**config.mk**
```make
export PLATFORM = sky130hd
export DESIGN_NAME = sync_counter
export DESIGN_NICKNAME = d
export VERILOG_FILES = /design/src/rtl/sync_counter.sv
export SDC_FILE = /design/constraint.sdc
export NUM_CORES = 1
export LEC_CHECK = 0
export ABC_AREA = 1
export CAP_MARGIN = 10
export CORE_AREA = 10 10 47 49
export DETAILED_ROUTE_END_ITERATION = 10
export DIE_AREA = 0 0 57 59
export MAX_ROUTING_LAYER = met4
export PLACE_DENSITY = 0.45
export SYNTH_ARGS = -nofsm -noshare
export SYNTH_HDL_FRONTEND = slang
export SYNTH_SLANG_ARGS = --single-unit
```
**constraint.sdc**
```tcl
create_clock -name clock -period 1.85 [get_ports clock]
set_clock_uncertainty 0.05 [all_clocks]
set_input_delay 0.37 -clock clock [delete_from_list [all_inputs] [get_ports clock]]
set_output_delay 0.37 -clock clock [all_outputs]
set_load 0.02 [all_outputs]
```
**src/rtl/sync_counter.sv**
```systemverilog
// Free-running binary up-counter, width Size bits, wrapping modulo 2**Size.
// Synchronous active-high reset takes priority over counting.
module sync_counter #(
  parameter int Size = 5
) (
  input  logic            clock,
  input  logic            reset,
  output logic [Size-1:0] count
);

  logic [Size-1:0] cnt_q;

  // The increment stays at Size bits, so the carry out of the MSB drops and the count wraps.
  always_ff @(posedge clock) begin
    if (reset) cnt_q <= '0;
    else       cnt_q <= cnt_q + Size'(1);
  end

  assign count = cnt_q;

endmodule

```
==> results.py, run 1 <==
metrics = {
    "die": {
        "pin_count": 7,
        "initial_core_util_pct": 14.1,
        "rows": 14,
        "die_h_um": 59,
        "die_x_um": 57,
        "coreArea_um2": 1400,
        "die_area_um2": 3360,
    },
    "clock_network": {
        "h-tree-depth": 1,
        "clk_pin_slew_worst_paths_ns": 0.05,
        "clkLatencyLatePin_ns": 0.24,
        "clockBufferDepth": 2,
        "cts_hold_buf": 0,
        "postCtsResizedCells": 0,
        "clkSinkCount": 5,
        "cts-root-buf": "clkbuf_4",
        "tritoncts": "done",
        "numCtsBuffers": 3,
        "post-cts-setup-buffer-count": 0,
    },
    "final_layout": {
        "largest_register_ffs": 5,
        "final_core_util_pct": 21.7,
        "area_growth_pct": 53.8,
        "layout-drive-gt1-share_pct": 14.7,
        "finalNetCount": 38,
        "antenna_cells": 0,
    },
    "place": {
        "dp_slack_ns": 0.383,
        "io_buffers": 6,
        "place.gp.congestion": 0.595,
    },
    "logic_synthesis": {
        "synth_cell_types": 10,
        "synth_seq_area_share_pct": 50.6,
        "synth_nets": 27,
        "yosys_warnings": 0,
        "synth_area_um2": 198,
        "synth-seq-cells": 5,
        "avgSynthCellArea_um2": 8.24,
        "syn_inst": 24,
    },
    "sta": {
        "setup-tns-final_ns": 0,
        "postLayoutSetupSlackWorst_ns": 0.135,
        "max_freq_mhz": 583,
        "worstMarginPinSlew_ns": 0.225,
        "maxSlewViolCount": 0,
        "period_needed_ns": 1.71,
        "fin_hold_ws_ns": 0.429,
        "slew_headroom_pct": 84.9,
        "setup_viol": 0,
        "final_hold_viol_count": 0,
        "post-route-period-util_pct": 92.7,
        "rsz0062_at_grt": "no",
    },
    "global_routing": {
        "grt_remaining_overflow": 0,
        "antenna_found_initial": 0,
        "grt_pass1_vias": 208,
        "grt_use_total_pct": 3.68,
        "grt_pass1_wl_um": 855,
        "grt_max_degree": 6,
    },
    "flow_run": {
        "cap_violations": 0,
    },
    "setup_path": {
        "startpoint_type": "register",
        "endpoint_kind": "output pin",
        "cp.arrival_ns": 1.29,
        "critPathBufInv": 1,
        "path_delay_family": "buffers and inverters",
        "worstSetupPathType": "register to output pin",
        "cp_data_required_time_ns": 1.43,
        "critPathMaxFanout": 5,
        "crit_chain": "clkdlybuf4s50_1",
        "cpPeakStageDelay_ns": 0.64,
        "crit_path_top_delay_cell": "clkdlybuf4s50_1",
    },
    "detailed_routing": {
        "wire_per_inst_um": 8.98,
        "viasPerCell": 3.50,
        "drt_iter0_drc": 0,
        "vias": 175,
        "drtPass1Iterations": 1,
        "met2_length_um": 198,
        "wl_met1_um": 190,
        "drc": 0,
        "wl_met3_um": 60,
        "antenna_left": 0,
        "highest_layer": "met3",
        "wirelength_um": 449,
    },
    "min_path": {
        "worstHoldPathType": "register to register",
    },
    "outcome": {
        "status": "finished clean",
    },
    "power": {
        "vdd_drop_max_v": 0.000254,
        "leakage_nw": 0.127,
        "p_total_uw": 277,
        "powerDensity_nw_per_um2": 912,
    },
}
## area by class of cell
class | count | area [um2]
Clock buffer | 4 | 26.3
Tap cell | 16 | 20.0
Fill cell | 163 | 1100
Inverter | 4 | 15.0
Multi-Input combinational cell | 15 | 82.6
Timing Repair Buffer | 6 | 60.1
Sequential cell | 5 | 100
## cells in the final DEF, fill, tap and decap left out
cell	Yosys	layout
xnor2_1	1	1
nor2_1	5	5
ha_1	1	1
inv_1	4	4
nand3_2	1	1
clkbuf_1	0	1
nand4_1	1	1
nand3_1	1	1
clkdlybuf4s50_1	0	6
nand2_1	4	4
clkbuf_4	0	3
dfxtp_1	5	5
nor2_2	1	1
## cell families after synthesis
family	Yosys count	share of synthesized area [%]
simple gates	13	31.0
flops	5	50.6
xor+xnor	1	4.43
buf+inv	4	7.59
fa+ha+maj	1	6.33
## worst paths after layout
check / start / end / slack (ns) / depth (start not counted)
setup / recovery: count[2] / count[2] / 0.14 / 1
hold / removal: count[0] / count[0] / 0.43 / 1
setup reg to reg: count[0] / count[4] / 0.84 / 5
hold reg to reg: count[0] / count[0] / 0.43 / 1
## through the flow
| stage | instances | cell area (um2) |
|---|---|---|
| floorplan | 24 | 198 |
| finish | 50 | 304 |
| global route | 50 | 304 |
| global placement | 46 | 278 |
| CTS | 50 | 304 |
| detailed placement | 46 | 278 |
## synth_stat cells, drive strengths merged
master	number	area [um2]
nand3	2	15.0
dfxtp	5	100
xnor2	1	8.76
nor2	6	25.0
nand4	1	6.26
inv	4	15.0
ha	1	12.5
nand2	4	15.0
## power by group
part           internal (mW)  leakage (nW)  total (mW)  switching, mW
registers              0.114        0.0409       0.121        0.00707
logic                 0.0157        0.0708      0.0314         0.0157
clock network         0.0815        0.0150       0.125         0.0435
total                  0.211         0.127       0.277         0.0663
## layer usage
layer	GRT usage, %	up-vias
li1	-	93
met1	2.73	74
met2	5.43	8
met3	3.43	0
met4	3.02	0
met5	-	-
No activity file was read; power rests on OpenSTA's default activity.
==> inputs of run 2 (changes only) <==
- CTS_BUF_LIST: unset -> sky130_fd_sc_hd__clkbuf_2 sky130_fd_sc_hd__clkbuf_4 sky130_fd_sc_hd__clkbuf_8
==> results.py, run 2 (same netlist as run 1, synthesis figures left out) <==
metrics = {
    "sta": {
        "setup_viol": 0,
        "worstMarginPinSlew_ns": 0.225,
        "rsz0062_at_grt": "no",
        "period_needed_ns": 1.71,
        "slew_headroom_pct": 85.0,
        "final_hold_viol_count": 0,
        "maxSlewViolCount": 0,
        "setup-tns-final_ns": 0,
        "max_freq_mhz": 585,
        "post-route-period-util_pct": 92.4,
    },
    "setup_path": {
        "cp_data_required_time_ns": 1.43,
        "r2r_end": "count[4]",
        "cp.arrival_ns": 1.29,
        "path_delay_family": "buffers and inverters",
        "crit_path_top_delay_cell": "clkdlybuf4s50_1",
        "r2r_start": "count[0]",
        "rr_worst_depth": 5,
        "critPathMaxFanout": 5,
        "r2r_slack_ns": 0.84,
        "endpoint_kind": "output pin",
        "worstSetupPathType": "register to output pin",
        "critPathBufInv": 1,
        "startpoint_type": "register",
        "crit_chain": "clkdlybuf4s50_1",
        "cpPeakStageDelay_ns": 0.64,
    },
    "final_layout": {
        "finalNetCount": 38,
        "nFillCells": 165,
        "final_common_cell": "clkdlybuf4s50_1",
        "antenna_cells": 0,
        "final_cell_mix": "clkdlybuf4s50_1, nor2_1, dfxtp_1",
        "area_growth_pct": 55.7,
        "final_cells": 50,
        "final_cell_area_um2": 308,
        "largest_register_ffs": 5,
        "seq_area_um2": 100,
        "multi_input_area_um2": 82.6,
        "layout-drive-gt1-share_pct": 17.6,
    },
    "clock_network": {
        "tritoncts": "done",
        "clkLatencyLatePin_ns": 0.24,
        "numCtsBuffers": 3,
        "postCtsResizedCells": 0,
        "cts-root-buf": "clkbuf_4",
        "clockBufferDepth": 2,
        "cts_hold_buf": 0,
        "clkSinkCount": 5,
        "h-tree-depth": 1,
        "clk_pin_slew_worst_paths_ns": 0.05,
        "post-cts-setup-buffer-count": 0,
    },
    "min_path": {
        "hold_path_depth": 1,
        "whs_endpoint": "count[0]",
        "worstHoldPathType": "register to register",
        "hp-start": "count[0]",
    },
    "detailed_routing": {
        "antenna_left": 0,
        "viasPerCell": 3.50,
        "wire_per_inst_um": 8.66,
        "drc": 0,
        "drtPass1Iterations": 3,
        "wirelength_um": 433,
        "drt_iter0_drc": 1,
        "vias": 175,
    },
    "place": {
        "io_buffers": 6,
        "place.gp.congestion": 0.595,
        "dpl.cell_count": 46,
        "placed_area_um2": 278,
    },
    "die": {
        "rows": 14,
        "die_x_um": 57,
        "initial_core_util_pct": 14.1,
        "die_h_um": 59,
        "die_area_um2": 3360,
        "coreArea_um2": 1400,
        "pin_count": 7,
    },
    "global_routing": {
        "antenna_found_initial": 0,
        "grt_pass1_wl_um": 834,
        "grt_remaining_overflow": 0,
        "grt_pass1_vias": 201,
        "grt_max_degree": 6,
        "grt_use_total_pct": 3.60,
    },
    "power": {
        "powerDensity_nw_per_um2": 948,
        "leakage_nw": 0.130,
        "vdd_drop_max_v": 0.000255,
    },
    "outcome": {
        "status": "finished clean",
    },
    "flow_run": {
        "cap_violations": 0,
    },
}
## run 2: cell types whose count changed in the layout (fill, tap and decap cells not counted)
cell      previous run  this run
clkbuf_1             1         0
clkbuf_4             3         4
## run 2: cell type report
type                            instances  share of cell area (%)
Sequential cell                         5                    32.5
Inverter                                4                    4.88
Multi-Input combinational cell         15                    26.8
Tap cell                               16                    6.50
Clock buffer                            4                    9.76
Timing Repair Buffer                    6                    19.5
## run 2: report_power, final
part / switching [mW] / leakage, nW / total [mW] / internal, mW
sequential: 0.00704 / 0.0409 / 0.121 / 0.114
combinational: 0.0155 / 0.0708 / 0.0312 / 0.0157
clock: 0.0436 / 0.0184 / 0.140 / 0.0961
total: 0.0661 / 0.130 / 0.292 / 0.226
## run 2: worst max path at each step
| stage | cells past startpoint | startpoint | to |
|---|---|---|---|
| 6_report | 1 | count[2] | count[2] |
| 3_5_place_dp | 1 | count[2] | count[2] |
| 5_1_grt | 1 | count[2] | count[2] |
| 2_1_floorplan | 5 | count[0] | count[4] |
| 3_3_place_gp | 1 | count[0] | count[0] |
| 4_1_cts | 1 | count[2] | count[2] |
## run 2: metrics by stage
stage                     util (%)  hold slack, ns  setup slack, ns  power [mW]
after floorplan                  -           0.387            0.769       0.137
after global placement        19.8           0.421            0.401       0.155
after detailed placement      19.8           0.424            0.383       0.154
after CTS                     22.0           0.436            0.125       0.302
after global routing          22.0           0.478           0.0716       0.311
final                         22.0           0.429            0.141       0.292
## run 2: per-layer routing
metal | part of all wire [%] | GRT usage [%] | routed length [um] | vias up
li1 | - | - | - | 93
met1 | 42 | 2.73 | 183 | 74
met2 | 44 | 5.12 | 190 | 8
met3 | 14 | 3.43 | 59 | 0
met4 | 0 | 3.02 | 0 | 0
met5 | 0 | - | 0 | -
==> inputs of run 3 (changes only) <==
- CORE_AREA: 10 10 47 49 -> 2 2 39 41
- DIE_AREA: 0 0 57 59 -> 0 0 41 43
==> results.py, run 3 (same netlist as run 1, synthesis figures left out) <==
metrics = {
    "outcome": {
        "status": "finished clean",
    },
    "clock_network": {
        "h-tree-depth": 1,
        "numCtsBuffers": 3,
        "clkLatencyLatePin_ns": 0.24,
        "post-cts-setup-buffer-count": 0,
        "cts-root-buf": "clkbuf_4",
        "cts_hold_buf": 0,
        "clockBufferDepth": 2,
        "postCtsResizedCells": 0,
        "clk_pin_slew_worst_paths_ns": 0.04,
        "tritoncts": "done",
        "clkSinkCount": 5,
    },
    "global_routing": {
        "grt_pass1_vias": 157,
        "grt_use_total_pct": 5.86,
        "grt_pass1_wl_um": 593,
        "antenna_found_initial": 0,
        "grt_remaining_overflow": 0,
        "grt_max_degree": 6,
    },
    "detailed_routing": {
        "drtPass1Iterations": 3,
        "antenna_left": 0,
        "drt_iter0_drc": 2,
        "vias": 177,
        "drc": 0,
        "viasPerCell": 3.54,
        "wirelength_um": 347,
        "wire_per_inst_um": 6.94,
    },
    "die": {
        "rows": 14,
        "coreArea_um2": 1380,
        "die_area_um2": 1760,
        "initial_core_util_pct": 14.3,
        "pin_count": 7,
        "die_h_um": 43,
        "die_x_um": 41,
    },
    "place": {
        "dp_hpwl_um": 273,
        "dpl.cell_count": 46,
        "place.gp.congestion": 0.676,
        "io_buffers": 6,
    },
    "setup_path": {
        "cp_data_required_time_ns": 1.43,
        "critPathBufInv": 1,
        "critPathMaxFanout": 5,
        "cp.arrival_ns": 1.29,
        "crit_chain": "clkdlybuf4s50_1",
        "worstSetupPathType": "register to output pin",
        "crit_path_top_delay_cell": "clkdlybuf4s50_1",
        "startpoint_type": "register",
        "path_delay_family": "buffers and inverters",
        "endpoint_kind": "output pin",
        "r2r_slack_ns": 0.86,
        "cpPeakStageDelay_ns": 0.64,
    },
    "power": {
        "p_int_uw": 226,
        "leakage_nw": 0.130,
        "vdd_drop_max_v": 0.000444,
        "switching_power_uw": 63.9,
        "comb_power_share_pct": 10.7,
        "p_clk_share_pct": 47.7,
        "powerDensity_nw_per_um2": 940,
        "power.share.sequential_pct": 41.6,
        "power_switching_share_pct": 22.1,
    },
    "final_layout": {
        "layout-drive-gt1-share_pct": 17.6,
        "largest_register_ffs": 5,
        "antenna_cells": 0,
        "final_common_cell": "clkdlybuf4s50_1",
        "area_growth_pct": 55.7,
        "final_core_util_pct": 22.2,
        "final_cell_mix": "clkdlybuf4s50_1, nor2_1, dfxtp_1",
        "finalNetCount": 38,
        "final_cells": 50,
    },
    "sta": {
        "period_needed_ns": 1.71,
        "post-route-period-util_pct": 92.2,
        "setup_viol": 0,
        "setup-tns-final_ns": 0,
        "maxSlewViolCount": 0,
        "rsz0062_at_grt": "no",
        "worstMarginPinSlew_ns": 0.217,
        "slew_headroom_pct": 85.5,
        "fin_hold_ws_ns": 0.421,
        "final_hold_viol_count": 0,
        "max_freq_mhz": 586,
    },
    "min_path": {
        "worstHoldPathType": "register to register",
    },
    "flow_run": {
        "cap_violations": 0,
    },
}
-- run 3: power by group through the flow --
stage | sequential [mW] | combinational [mW] | clock, mW
3_3_place_gp | 0.122 | 0.0313 | 0
6_report | 0.120 | 0.0309 | 0.138
2_1_floorplan | 0.128 | 0.00883 | 0
5_1_grt | 0.121 | 0.0341 | 0.151
4_1_cts | 0.120 | 0.0314 | 0.142
3_5_place_dp | 0.122 | 0.0312 | 0
-- run 3: worst paths after layout --
| check | start | cells past startpoint | endpoint |
|---|---|---|---|
| max | count[2] | 1 | count[2] |
| min | count[0] | 1 | count[0] |
| max reg2reg | count[0] | 5 | count[4] |
| min reg2reg | count[0] | 1 | count[0] |
-- run 3: metrics by stage --
step	setup WS [ns]	power [mW]	cell area, um2
floorplan	0.769	0.137	198
global placement	0.412	0.154	278
detailed placement	0.403	0.153	278
CTS	0.144	0.294	308
global route	0.0850	0.306	308
finish	0.144	0.289	308
-- run 3: area by class of cell --
class	count	area [um2]
multi-input combinational	15	82.6
fill	154	1080
sequential	5	100
timing repair buffer	6	60.1
clock buffer	4	30.0
inverter	4	15.0
tap	16	20.0
-- run 3: per-layer routing --
layer	share of wire (%)	GRT usage (%)	up-vias
met5	0	-	-
met4	2.3	4.00	0
met3	9.5	6.28	2
met2	38	6.25	7
met1	50	6.11	73
li1	-	-	95
-- run 3: worst reg2reg max path: stages (launching register included) --
cell and delay, ns:
dfxtp_1 0.39, ha_1 0.23, nand3_1 0.09, nand2_1 0.06
nand2_1 0.06, nor2_2 0.06
